## src/rtl/mul_iter_if.sv

```systemverilog
// Request/response bundle for the iterative multiplier: operand request on one
// side, product response on the other, plus the pipeline flush.
interface mul_iter_if #(
    parameter int XLEN = 32
);
    logic                flush;
    logic                in_valid;
    logic                in_ready;
    logic [1:0]          op;
    logic [XLEN-1:0]     op_a;
    logic [XLEN-1:0]     op_b;
    logic                out_valid;
    logic                out_ready;
    logic [2*XLEN-1:0]   product;
    logic [XLEN-1:0]     result;

    modport master (
        output flush, in_valid, op, op_a, op_b, out_ready,
        input  in_ready, out_valid, product, result
    );

    modport slave (
        input  flush, in_valid, op, op_a, op_b, out_ready,
        output in_ready, out_valid, product, result
    );
endinterface

```

## src/rtl/mul_iter.sv

```systemverilog
// Iterative sign-magnitude multiplier retiring RADIX_BITS multiplier bits per
// cycle, with optional early exit once the remaining multiplier is zero.
module mul_iter #(
    parameter int XLEN       = 32,
    parameter int RADIX_BITS = 2,
    parameter int EARLY_TERM = 1
) (
    input  logic       clk,
    input  logic       reset,
    mul_iter_if.slave  bus_if
);
    localparam int STEPS = XLEN / RADIX_BITS;
    localparam int CW    = $clog2(STEPS + 1);

    typedef enum logic [1:0] {
        IDLE,
        BUSY,
        DONE
    } state_t;

    state_t              state_q, state_d;
    logic [2*XLEN-1:0]   mcand_q, mcand_d;
    logic [XLEN-1:0]     mplier_q, mplier_d;
    logic [2*XLEN-1:0]   acc_q, acc_d;
    logic [CW-1:0]       count_q, count_d;
    logic                neg_q, neg_d;
    logic                low_q, low_d;
    logic [2*XLEN-1:0]   product_q, product_d;
    logic [XLEN-1:0]     result_q, result_d;

    logic                aNeg, bNeg;
    logic [XLEN-1:0]     aMag, bMag;
    logic [2*XLEN-1:0]   partial;
    logic [2*XLEN-1:0]   accNext;
    logic [2*XLEN-1:0]   prodFinal;
    logic [XLEN-1:0]     mplierNext;
    logic                lastStep;

    // Operands are reduced to magnitudes at accept; the sign is reapplied once at the end.
    always_comb begin
        aNeg = bus_if.op[0] & bus_if.op_a[XLEN-1];
        bNeg = (bus_if.op == 2'b01) & bus_if.op_b[XLEN-1];
        aMag = aNeg ? (~bus_if.op_a + 1'b1) : bus_if.op_a;
        bMag = bNeg ? (~bus_if.op_b + 1'b1) : bus_if.op_b;

        partial = '0;
        for (int i = 0; i < RADIX_BITS; i++) begin
            if (mplier_q[i]) begin
                partial = partial + (mcand_q << i);
            end
        end

        accNext    = acc_q + partial;
        prodFinal  = neg_q ? (~accNext + 1'b1) : accNext;
        mplierNext = mplier_q >> RADIX_BITS;
        lastStep   = (count_q == CW'(1)) ||
                     ((EARLY_TERM != 0) && (mplierNext == '0));
    end

    always_comb begin
        state_d   = state_q;
        mcand_d   = mcand_q;
        mplier_d  = mplier_q;
        acc_d     = acc_q;
        count_d   = count_q;
        neg_d     = neg_q;
        low_d     = low_q;
        product_d = product_q;
        result_d  = result_q;

        if (bus_if.flush) begin
            state_d = IDLE;
        end else begin
            case (state_q)
                IDLE: begin
                    if (bus_if.in_valid) begin
                        mcand_d  = {{XLEN{1'b0}}, aMag};
                        mplier_d = bMag;
                        acc_d    = '0;
                        count_d  = CW'(STEPS);
                        neg_d    = aNeg ^ bNeg;
                        low_d    = (bus_if.op == 2'b00);
                        state_d  = BUSY;
                    end
                end
                BUSY: begin
                    acc_d    = accNext;
                    mcand_d  = mcand_q << RADIX_BITS;
                    mplier_d = mplierNext;
                    count_d  = count_q - CW'(1);
                    if (lastStep) begin
                        product_d = prodFinal;
                        result_d  = low_q ? prodFinal[XLEN-1:0]
                                          : prodFinal[2*XLEN-1:XLEN];
                        state_d   = DONE;
                    end
                end
                DONE: begin
                    if (bus_if.out_ready) begin
                        state_d = IDLE;
                    end
                end
                default: begin
                    state_d = IDLE;
                end
            endcase
        end
    end

    always_ff @(posedge clk) begin
        if (reset) begin
            state_q   <= IDLE;
            mcand_q   <= '0;
            mplier_q  <= '0;
            acc_q     <= '0;
            count_q   <= '0;
            neg_q     <= 1'b0;
            low_q     <= 1'b0;
            product_q <= '0;
            result_q  <= '0;
        end else begin
            state_q   <= state_d;
            mcand_q   <= mcand_d;
            mplier_q  <= mplier_d;
            acc_q     <= acc_d;
            count_q   <= count_d;
            neg_q     <= neg_d;
            low_q     <= low_d;
            product_q <= product_d;
            result_q  <= result_d;
        end
    end

    assign bus_if.in_ready  = (state_q == IDLE);
    assign bus_if.out_valid = (state_q == DONE);
    assign bus_if.product   = product_q;
    assign bus_if.result    = result_q;

endmodule
```

## src/flat_wrapper.sv

```systemverilog
// flat-port wrapper written by rule: the top's interface ports become plain ports
module mul_iter_flat 
#(
    parameter int XLEN       = 32,
    parameter int RADIX_BITS = 2,
    parameter int EARLY_TERM = 1
)
  (clk, reset, bus_if_flush, bus_if_in_valid, bus_if_op, bus_if_op_a, bus_if_op_b, bus_if_out_ready, bus_if_in_ready, bus_if_out_valid, bus_if_product, bus_if_result);
  mul_iter_if #(.XLEN(XLEN)) bus_if_i ();
  input  logic clk;
  input  logic reset;
  input wire logic [$bits(bus_if_i.flush)-1:0] bus_if_flush;
  input wire logic [$bits(bus_if_i.in_valid)-1:0] bus_if_in_valid;
  input wire logic [$bits(bus_if_i.op)-1:0] bus_if_op;
  input wire logic [$bits(bus_if_i.op_a)-1:0] bus_if_op_a;
  input wire logic [$bits(bus_if_i.op_b)-1:0] bus_if_op_b;
  input wire logic [$bits(bus_if_i.out_ready)-1:0] bus_if_out_ready;
  output wire logic [$bits(bus_if_i.in_ready)-1:0] bus_if_in_ready;
  output wire logic [$bits(bus_if_i.out_valid)-1:0] bus_if_out_valid;
  output wire logic [$bits(bus_if_i.product)-1:0] bus_if_product;
  output wire logic [$bits(bus_if_i.result)-1:0] bus_if_result;
  assign bus_if_i.flush = bus_if_flush;
  assign bus_if_i.in_valid = bus_if_in_valid;
  assign bus_if_i.op = bus_if_op;
  assign bus_if_i.op_a = bus_if_op_a;
  assign bus_if_i.op_b = bus_if_op_b;
  assign bus_if_i.out_ready = bus_if_out_ready;
  assign bus_if_in_ready = bus_if_i.in_ready;
  assign bus_if_out_valid = bus_if_i.out_valid;
  assign bus_if_product = bus_if_i.product;
  assign bus_if_result = bus_if_i.result;
  mul_iter #(.XLEN(XLEN), .RADIX_BITS(RADIX_BITS), .EARLY_TERM(EARLY_TERM)) u_core (.clk(clk), .reset(reset), .bus_if(bus_if_i));
endmodule
```

## config.mk

```make
export PLATFORM = sky130hd
export DESIGN_NAME = mul_iter_flat
export DESIGN_NICKNAME = d
export VERILOG_FILES = /design/src/rtl/mul_iter_if.sv /design/src/rtl/mul_iter.sv /design/src/flat_wrapper.sv
export SDC_FILE = /design/constraint.sdc
export NUM_CORES = 1
export LEC_CHECK = 0
export ABC_AREA = 1
export BUFFER_PORTS_ARGS = -buffer_cell sky130_fd_sc_hd__buf_2
export CAP_MARGIN = 20
export CORE_ASPECT_RATIO = 0.6
export CORE_MARGIN = 2
export CORE_UTILIZATION = 30
export CTS_CLUSTER_SIZE = 8
export DETAILED_ROUTE_END_ITERATION = 12
export MAX_ROUTING_LAYER = met4
export PLACE_DENSITY = 0.46
export SYNTH_ARGS = -nofsm -noshare
export SYNTH_HDL_FRONTEND = slang
export SYNTH_SLANG_ARGS = --single-unit
```

## constraint.sdc

```tcl
create_clock -name clk -period 7.5 [get_ports clk]
set_clock_uncertainty 0.2 [all_clocks]
set_input_delay 0.75 -clock clk [delete_from_list [all_inputs] [get_ports clk]]
set_output_delay 0.75 -clock clk [all_outputs]
set_load 0.02 [all_outputs]
```

[Word-level counts from Yosys, hierarchy flattened]
Cells that the tools add are included.
Cells by class
  $add $sub $neg: 6
  reductions and logical operators: 10
  bitwise gates (word level): 7
  muxes and demuxes: 18
  eq/ne operators: 7
Operator list (count)
  two-way mux 64 bit: 5
  one-hot mux 64 bit (2 select lines): 2
  adder 64 bit: 2
  two-way mux 32 bit: 4
  adder 32 x 1 -> 32 bit, second input constant: 2
  adder 64 x 1 -> 64 bit, second input constant: 1
  NOT 32 bit: 2
  NOT 64 bit: 1
  one-hot mux 32 bit (2 select lines): 1
  logical NOT 32 bit: 1
  AND reduction 3 bit: 4
  one-hot mux 5 bit (2 select lines): 1
  two-way mux 2 bit: 3
  one-hot mux 2 bit (3 select lines): 1
  == test 5 x 1 -> 1 bit, second input constant: 1
  two-way mux 5 bit: 1
  subtractor 5 x 1 -> 5 bit, second input constant: 1
  == test 2 x 1 -> 1 bit, second input constant: 2
  logical NOT 2 bit: 2
  inequality test 2 bit, second input constant: 2
  bitwise AND 1 bit: 2
  == test 2 bit, second input constant: 1
  inequality test 2 x 1 -> 1 bit, second input constant: 1
  nonzero test 2 bit: 1
  4 further kinds: 4
Word-level totals
  word-level logic and storage cells: 57
  input bits: 71
  output and inout bits: 98
  register bits: 265

[Depth between registers and ports, before layout]
Gate-level depths: netlist (run 1).
  word-level depth: 8
  depth in mapped cells: 47
  mapped depth without buffers: 47

[Least setup slack after synthesis (run 1)]
No wires, ideal clock.
  path kind: register to register
  start point: reg u_core.mplier_q[0]
  end point: reg u_core.result_q[30] (netlist: u_core.bus_if.result[30])
  data required time: 7169 ps
  data arrival time: 4829 ps
  stages on the path, launching flop included: 42
  path slack: 2340 ps
  path buffers: 3
  library setup time: 131 ps
  cell sequence: dfxtp_1 > buf_6 > buf_8 > buf_6 > nand2_1 > inv_1 > ha_1 > inv_1 > fa_1 > inv_1 > nand3_1 > nand2_1 > nand4_1 > nand2_1 > a21oi_2 > o21ai_1 > nand2_1 > nand2_1 > [... 6 more ...] > ha_1 > nand2_1 > nor2_1 > nand2_1 > nor4_1 > nand2_1 > nand3_1 > nand2_1 > nor2_1 > nand2_1 > nor2_1 > nand2_1 > nand2_1 > nand4_1 > nand2_1 > nand2_1 > nand2_1 > a21oi_2
Between the ends
  word-level cells in the longest chain between the ends: 8
RTL lines
  from (decl): RTL line mul_iter.sv:23  | logic [XLEN-1:0] mplier_q, mplier_d;
  from (signal assigned): RTL line mul_iter.sv:124  | mplier_q <= mplier_d;
  two-way mux 64 bit *: RTL line mul_iter.sv:48  | if (mplier_q[i]) begin
  adder 64 bit: RTL line mul_iter.sv:49  | partial = partial + (mcand_q << i);
  two-way mux 64 bit *: RTL line mul_iter.sv:48
  adder 64 bit *: RTL line mul_iter.sv:53  | accNext = acc_q + partial;
  NOT 64 bit: RTL line mul_iter.sv:54  | prodFinal = neg_q ? (~accNext + 1'b1) : accNext;
  adder 64 x 1 -> 64 bit: RTL line mul_iter.sv:54
  two-way mux 64 bit *: RTL line mul_iter.sv:54
  two-way mux 32 bit *: RTL line mul_iter.sv:93  | result_d = low_q ? prodFinal[XLEN-1:0]
  to (signal assigned): RTL line mul_iter.sv:130  | result_q <= result_d;
  to (decl): RTL line mul_iter.sv:29  | logic [XLEN-1:0] result_q, result_d;
Mark *: on every way between the ends. The rest lies on a longest branch, timed or not.
A chain may end at the register's enable or synchronous reset.

[Worst setup path after layout (run 1)]
  start point: reg u_core.mplier_q[0]
  end point: reg u_core.result_q[25] (netlist: u_core.bus_if.result[25])
The elaborated chain is that of the path after synthesis.

==> results of run 1 <==
state kept, by name, indices dropped and copies added, names as in the netlist:
signal / count
u_core.mplier_q: 32
u_core.low_q: 1
u_core.bus_if.result: 32
u_core.neg_q: 1
u_core.mcand_q: 64
u_core.acc_q: 64
u_core.count_q: 5
u_core.state_q: 2
u_core.bus_if.product: 64
cell type report:
class	count	area, um^2	area share (%)
Sequential cell	265	5310	18.3
Tap cell	1134	1420	4.88
Clock inverter	4	53.8	0.185
Antenna cell	1	2.50	0.00861
Multi-Input combinational cell	3400	17000	58.4
Timing Repair Buffer	274	1720	5.92
Inverter	689	2590	8.90
Clock buffer	42	997	3.43
metrics by stage:
| step | worst slack (ns) | std cells | power (W) | setup TNS [ns] |
|---|---|---|---|---|
| 2_1_floorplan | 2.34 | 4487 | 0.00197 | 0 |
| 5_1_grt | -0.00437 | 5808 | 0.00406 | -0.00437 |
| 3_5_place_dp | 0.00278 | 5759 | 0.00221 | 0 |
| 4_1_cts | 0.125 | 5805 | 0.00391 | 0 |
| 3_3_place_gp | -0.227 | 5759 | 0.00221 | -0.393 |
| 6_report | 0.449 | 5809 | 0.00386 | 0 |
worst paths after layout:
check,end,slack [ns],depth (start not counted)
max reg2reg,u_core.bus_if.result[25],0.45,32
max,u_core.bus_if.result[25],0.45,32
min,u_core.state_q[1],0.23,4
min reg2reg,u_core.bus_if.result[26],0.26,2
layout by cell type, fill, tap and decap left out, drive strengths merged, types with 43 or more instances in the layout:
master	count
nand2	1503
inv	685
nor2	457
a21oi	375
o21ai	308
buf	274
dfxtp	265
nand3	220
ha	108
xor2	73
nand4	43
what timing repair did:
item,CTS,global route
gates resized for setup,1,14
endpoints found under the setup margin,1,26
buffers inserted,0,3
pin swaps,0,2
metal layers:
layer / vias up / global-route usage (%) / part of all wire [%]
met3: 76 / 6.51 / 9.6
met4: 0 / 3.42 / 1.2
met1: 13020 / 40.5 / 54
li1: 14654 / - / -
met2: 857 / 31.4 / 35
met5: - / - / 0
worst register-to-register path, delay by kind of cell, from the launching register on:
| kind | cells | cell delay [ns] |
|---|---|---|
| simple gates | 20 | 3.80 |
| fa+ha+maj | 2 | 0.71 |
| flops | 1 | 0.48 |
| buf+inv | 4 | 0.51 |
| compound gates | 6 | 1.19 |
cells by family after synthesis:
group / share of synthesized area [%]
XOR/XNOR: 3.61
AND/OR/NAND/NOR: 39.3
adder cells (fa/ha/maj): 5.49
buffers and inverters: 12.4
flip-flops: 20.9
AO/OA/AOI/OAI: 18.3
power by group through the flow:
stage	combinational (W)	clock, W	sequential [W]
3_5_place_dp	0.000692	0	0.00152
6_report	0.000702	0.00168	0.00148
5_1_grt	0.000778	0.00179	0.00149
4_1_cts	0.000695	0.00173	0.00149
2_1_floorplan	0.000466	0	0.00150
3_3_place_gp	0.000693	0	0.00152
==> impl_metrics.env, run 1 <==
export IMPL_syn_num_nets=4668
export IMPL_synth_edff_count=0
export IMPL_clock_latency_ns=0.61
export IMPL_first_global_vias=25782
export IMPL_crit_buf_inv=4
export IMPL_critPathMaxStageDelay_ns=0.48
export IMPL_place_area_um2=27900
export IMPL_cp_data_required_time_ns=7.73
export IMPL_net_switching_power_w=0.00127
export IMPL_leakage_nw=14.7
export IMPL_slowest_stage="dfxtp_4"
export IMPL_grt_pass1_wl_um=164000
export IMPL_clk_pin_slew_ns=0.06
export IMPL_viasPerCell=4.92
export IMPL_start_util_pct=30.3
export IMPL_root_buffer="clkbuf_16"
export IMPL_drc=0
export IMPL_finalHoldViolations=0
export IMPL_dieArea_um2=86900
export IMPL_routed_wl_um=109000
export IMPL_first_iter_violations=2900
export IMPL_die_height_um=229
export IMPL_antenna_found_initial=1
export IMPL_fp_dieW_um=379
export IMPL_gp_congestion=0.996
export IMPL_yosysMostFrequentCell="nand2_1"
export IMPL_ant_nets=0
export IMPL_grt_max_degree=182
export IMPL_tritoncts="done"
export IMPL_avgSynthCellArea_um2=5.65
export IMPL_num_io_pins=169
export IMPL_fin_crit_ns=7.05
export IMPL_syn_to_final_growth_pct=14.7
export IMPL_final_util_pct=34.8
export IMPL_via_count=28607
export IMPL_ys_seq_area_share_pct=20.9
export IMPL_start_kind="register"
export IMPL_synth_area_um2=25400
export IMPL_htreeDepth=2
export IMPL_max_slew_margin_pct=24.3
export IMPL_fmax_mhz=142
export IMPL_combPwrFrac_pct=18.2
export IMPL_holdBufCountCts=0
export IMPL_fillers=9553
export IMPL_grt_overflow=0
export IMPL_cap_violations=0
export IMPL_synthTopCellsByArea="nand2_1, dfxtp_1, inv_1"
export IMPL_yosysTopAreaCell="nand2_1"
export IMPL_ys_ff_latch=265
export IMPL_rows=82
export IMPL_drive_above_1_share_pct=11.7
export IMPL_clockPowerShare_pct=43.4
export IMPL_synthDistinctLibCells=65
export IMPL_cp_end_kind="register"
export IMPL_min_period_over_period_pct=94.0
export IMPL_power_density_nw_per_um2=133
export IMPL_p_sw_share_pct=32.8
export IMPL_syn_inst=4487
export IMPL_synth_common_cells="nand2_1, inv_1, nor2_1"
export IMPL_hold_path_class="primary input to register"
export IMPL_yosysTopAreaCellShare_pct=21.4
export IMPL_async_reset_ff_share_pct=0
export IMPL_wl_per_cell_um=18.8
export IMPL_rr_startpoint="u_core.mplier_q[0]"
export IMPL_firstDrtPassIters=5
export IMPL_critPathLaunch="u_core.mplier_q[0]"
export IMPL_internal_power_w=0.00260
export IMPL_finalNetCount=4850
export IMPL_clock_sinks=265
export IMPL_critPathArrivalTime_ns=7.29
export IMPL_vdd_drop_max_v=0.000151
export IMPL_tightest_slew_ns=1.13
export IMPL_port_buffers=168
export IMPL_synthFlopType="dfxtp_1"
export IMPL_cts_inserted_buffers=39
export IMPL_path_delay_family="simple AND/OR/NAND/NOR gates"
export IMPL_dp_hpwl_um=87800
export IMPL_ys_warn_count=0
export IMPL_status="complete, no violations"
export IMPL_core_area_um2=83600
export IMPL_hp_start="bus_if_out_ready"
export IMPL_slew_viol_final=0
export IMPL_pwr_share_seq_pct=38.4
export IMPL_final_area_um2=29100
export IMPL_cpMostUsedCell="nand2_1"
export IMPL_worstPathMaxFanout=20
export IMPL_whs_ns=0.231
export IMPL_track_usage_pct=25.5
export IMPL_setup_violations=0
export IMPL_clockBufferDepth=3
export IMPL_crit_type="register to register"
No activity file was read; power rests on OpenSTA's default activity.
==> run 2, diff against run 1 <==
--- a/config.mk
+++ b/config.mk
@@ -8,13 +8,15 @@
 export ABC_AREA = 1
 export BUFFER_PORTS_ARGS = -buffer_cell sky130_fd_sc_hd__buf_2
 export CAP_MARGIN = 20
+export CELL_PAD_IN_SITES_DETAIL_PLACEMENT = 1
+export CELL_PAD_IN_SITES_GLOBAL_PLACEMENT = 1
 export CORE_ASPECT_RATIO = 0.6
 export CORE_MARGIN = 2
 export CORE_UTILIZATION = 30
 export CTS_CLUSTER_SIZE = 8
 export DETAILED_ROUTE_END_ITERATION = 12
 export MAX_ROUTING_LAYER = met4
-export PLACE_DENSITY = 0.46
+export PLACE_DENSITY = 0.62
 export SYNTH_ARGS = -nofsm -noshare
 export SYNTH_HDL_FRONTEND = slang
 export SYNTH_SLANG_ARGS = --single-unit
==> run 2 against run 1 <==
Against the previous run:
- combinational power is 3.0% higher
- clock power is 3% higher
- power is 1.8% higher
- worst hold slack improved by 0.015 ns
- wire length rose by 5.5%
- sequential cell count unchanged
- first-iteration DRC count fell by 13%
- design area fell by 0.86%
- sequential power hardly changed
- die area unchanged
- critical endpoint unchanged
==> impl_metrics.env, run 2 (same netlist as run 1, synthesis figures left out) <==
export IMPL_root_buffer="clkbuf_16"
export IMPL_clock_sinks=265
export IMPL_finalHoldViolations=0
export IMPL_clock_latency_ns=0.60
export IMPL_holdBufCountCts=0
export IMPL_num_io_pins=169
export IMPL_via_count=29325
export IMPL_tritoncts="done"
export IMPL_first_global_vias=28390
export IMPL_slew_viol_final=0
export IMPL_setup_violations=0
export IMPL_track_usage_pct=27.1
export IMPL_path_delay_family="simple AND/OR/NAND/NOR gates"
export IMPL_dp_hpwl_um=93600
export IMPL_cp_end_kind="register"
export IMPL_hold_path_class="primary input to register"
export IMPL_drive_above_1_share_pct=11.1
export IMPL_finalPower_w=0.00393
export IMPL_antenna_found_initial=1
export IMPL_start_kind="register"
export IMPL_cap_violations=0
export IMPL_met2_usage_pct=34.6
export IMPL_gr_usage_met3_pct=6.28
export IMPL_crit_type="register to register"
export IMPL_htreeDepth=2
export IMPL_start_util_pct=30.3
export IMPL_firstDrtPassIters=5
export IMPL_cp_data_required_time_ns=7.73
export IMPL_rrSetupSlack_ns=0.44
export IMPL_core_area_um2=83600
export IMPL_dieArea_um2=86900
export IMPL_finalNetCount=4815
export IMPL_port_buffers=168
export IMPL_viasPerCell=5.08
export IMPL_rows=82
export IMPL_clk_pin_slew_ns=0.06
export IMPL_cts_inserted_buffers=40
export IMPL_critPathMaxStageDelay_ns=0.50
export IMPL_vdd_drop_max_v=0.000139
export IMPL_final_cell_mix="nand2_1, inv_1, nor2_1"
export IMPL_gp_congestion=1.02
export IMPL_layout_commonest_cell="nand2_1"
export IMPL_syn_to_final_growth_pct=13.7
export IMPL_ant_nets=0
export IMPL_tightest_slew_ns=0.967
export IMPL_crit_buf_inv=4
export IMPL_fmax_mhz=142
export IMPL_critPathArrivalTime_ns=7.28
export IMPL_clockBufferDepth=3
export IMPL_first_iter_violations=2525
export IMPL_grt_pass1_wl_um=176000
export IMPL_worstPathMaxFanout=24
export IMPL_grt_max_degree=130
export IMPL_power_density_nw_per_um2=136
export IMPL_min_period_over_period_pct=94.1
export IMPL_use_met1_pct=42.2
export IMPL_fin_crit_ns=7.06
export IMPL_finalSetupTns_ns=0
export IMPL_drc=0
export IMPL_leakage_nw=14.6
export IMPL_die_height_um=229
export IMPL_routed_wl_um=115000
export IMPL_slowest_stage="ha_1"
export IMPL_max_slew_margin_pct=35.6
export IMPL_fp_dieW_um=379
export IMPL_fillers=11305
export IMPL_gr_max_usage_layer="met1"
export IMPL_wl_per_cell_um=20.0
export IMPL_status="complete, no violations"
export IMPL_cpMostUsedCell="nand2_1"
export IMPL_grt_overflow=0
run 2: changes by cell type in the layout (fill, tap and decap cells not counted), sizes merged:
cell,previous run,this run
clkinvlp,0,1
clkbuf,42,47
buf,274,237
inv,685,684
clkinv,8,9
run 2: final timing paths:
path / startpoint / end / cells after the start
min: bus_if_flush / u_core.state_q[1] / 2
max: u_core.mplier_q[0] / u_core.bus_if.result[25] / 33
min reg2reg: u_core.bus_if.result[15] / u_core.bus_if.result[15] / 2
max reg2reg: u_core.mplier_q[0] / u_core.bus_if.result[25] / 33
run 2: cell type report:
class	count	area [um^2]	area share [%]
inverter	689	2590	8.97
multi-input combinational	3400	17000	59.0
clock inverter	5	57.6	0.200
timing repair buffer	238	1400	4.87
sequential	265	5310	18.4
antenna	1	2.50	0.00868
tap	1134	1420	4.92
clock buffer	46	1030	3.59
run 2: what timing repair did:
item | 4_1_cts | 5_1_grt
buffers inserted | 0 | 1
gates resized for setup | 0 | 19
endpoints found under the setup margin | 0 | 28
run 2: stage by stage:
stage | setup slack [ns] | area, um^2 | util (%) | hold WS (ns) | cells
2_1_floorplan | 2.34 | 25400 | - | 0.245 | 4487
3_3_place_gp | -0.0572 | 27600 | 33.1 | 0.257 | 5725
3_5_place_dp | 0.124 | 27600 | 33.1 | 0.261 | 5725
4_1_cts | 0.0895 | 28700 | 34.4 | 0.209 | 5776
5_1_grt | -0.0106 | 28800 | 34.5 | 0.248 | 5778
6_report | 0.444 | 28800 | 34.5 | 0.246 | 5778
run 2: per-layer routing:
| layer | routed length (um) | vias up | share of wire [%] |
|---|---|---|---|
| met4 | 1570 | 0 | 1.4 |
| met2 | 42400 | 694 | 37 |
| met3 | 9350 | 71 | 8.1 |
| met5 | 0 | - | 0 |
| met1 | 62100 | 13975 | 54 |
| li1 | - | 14585 | - |
run 2: power breakdown:
part / leakage, nW / switching (W) / internal, W
registers: 2.14 / 0.0000371 / 0.00144
logic: 11.9 / 0.000512 / 0.000212
clock network: 0.531 / 0.000762 / 0.000969
total: 14.6 / 0.00131 / 0.00262
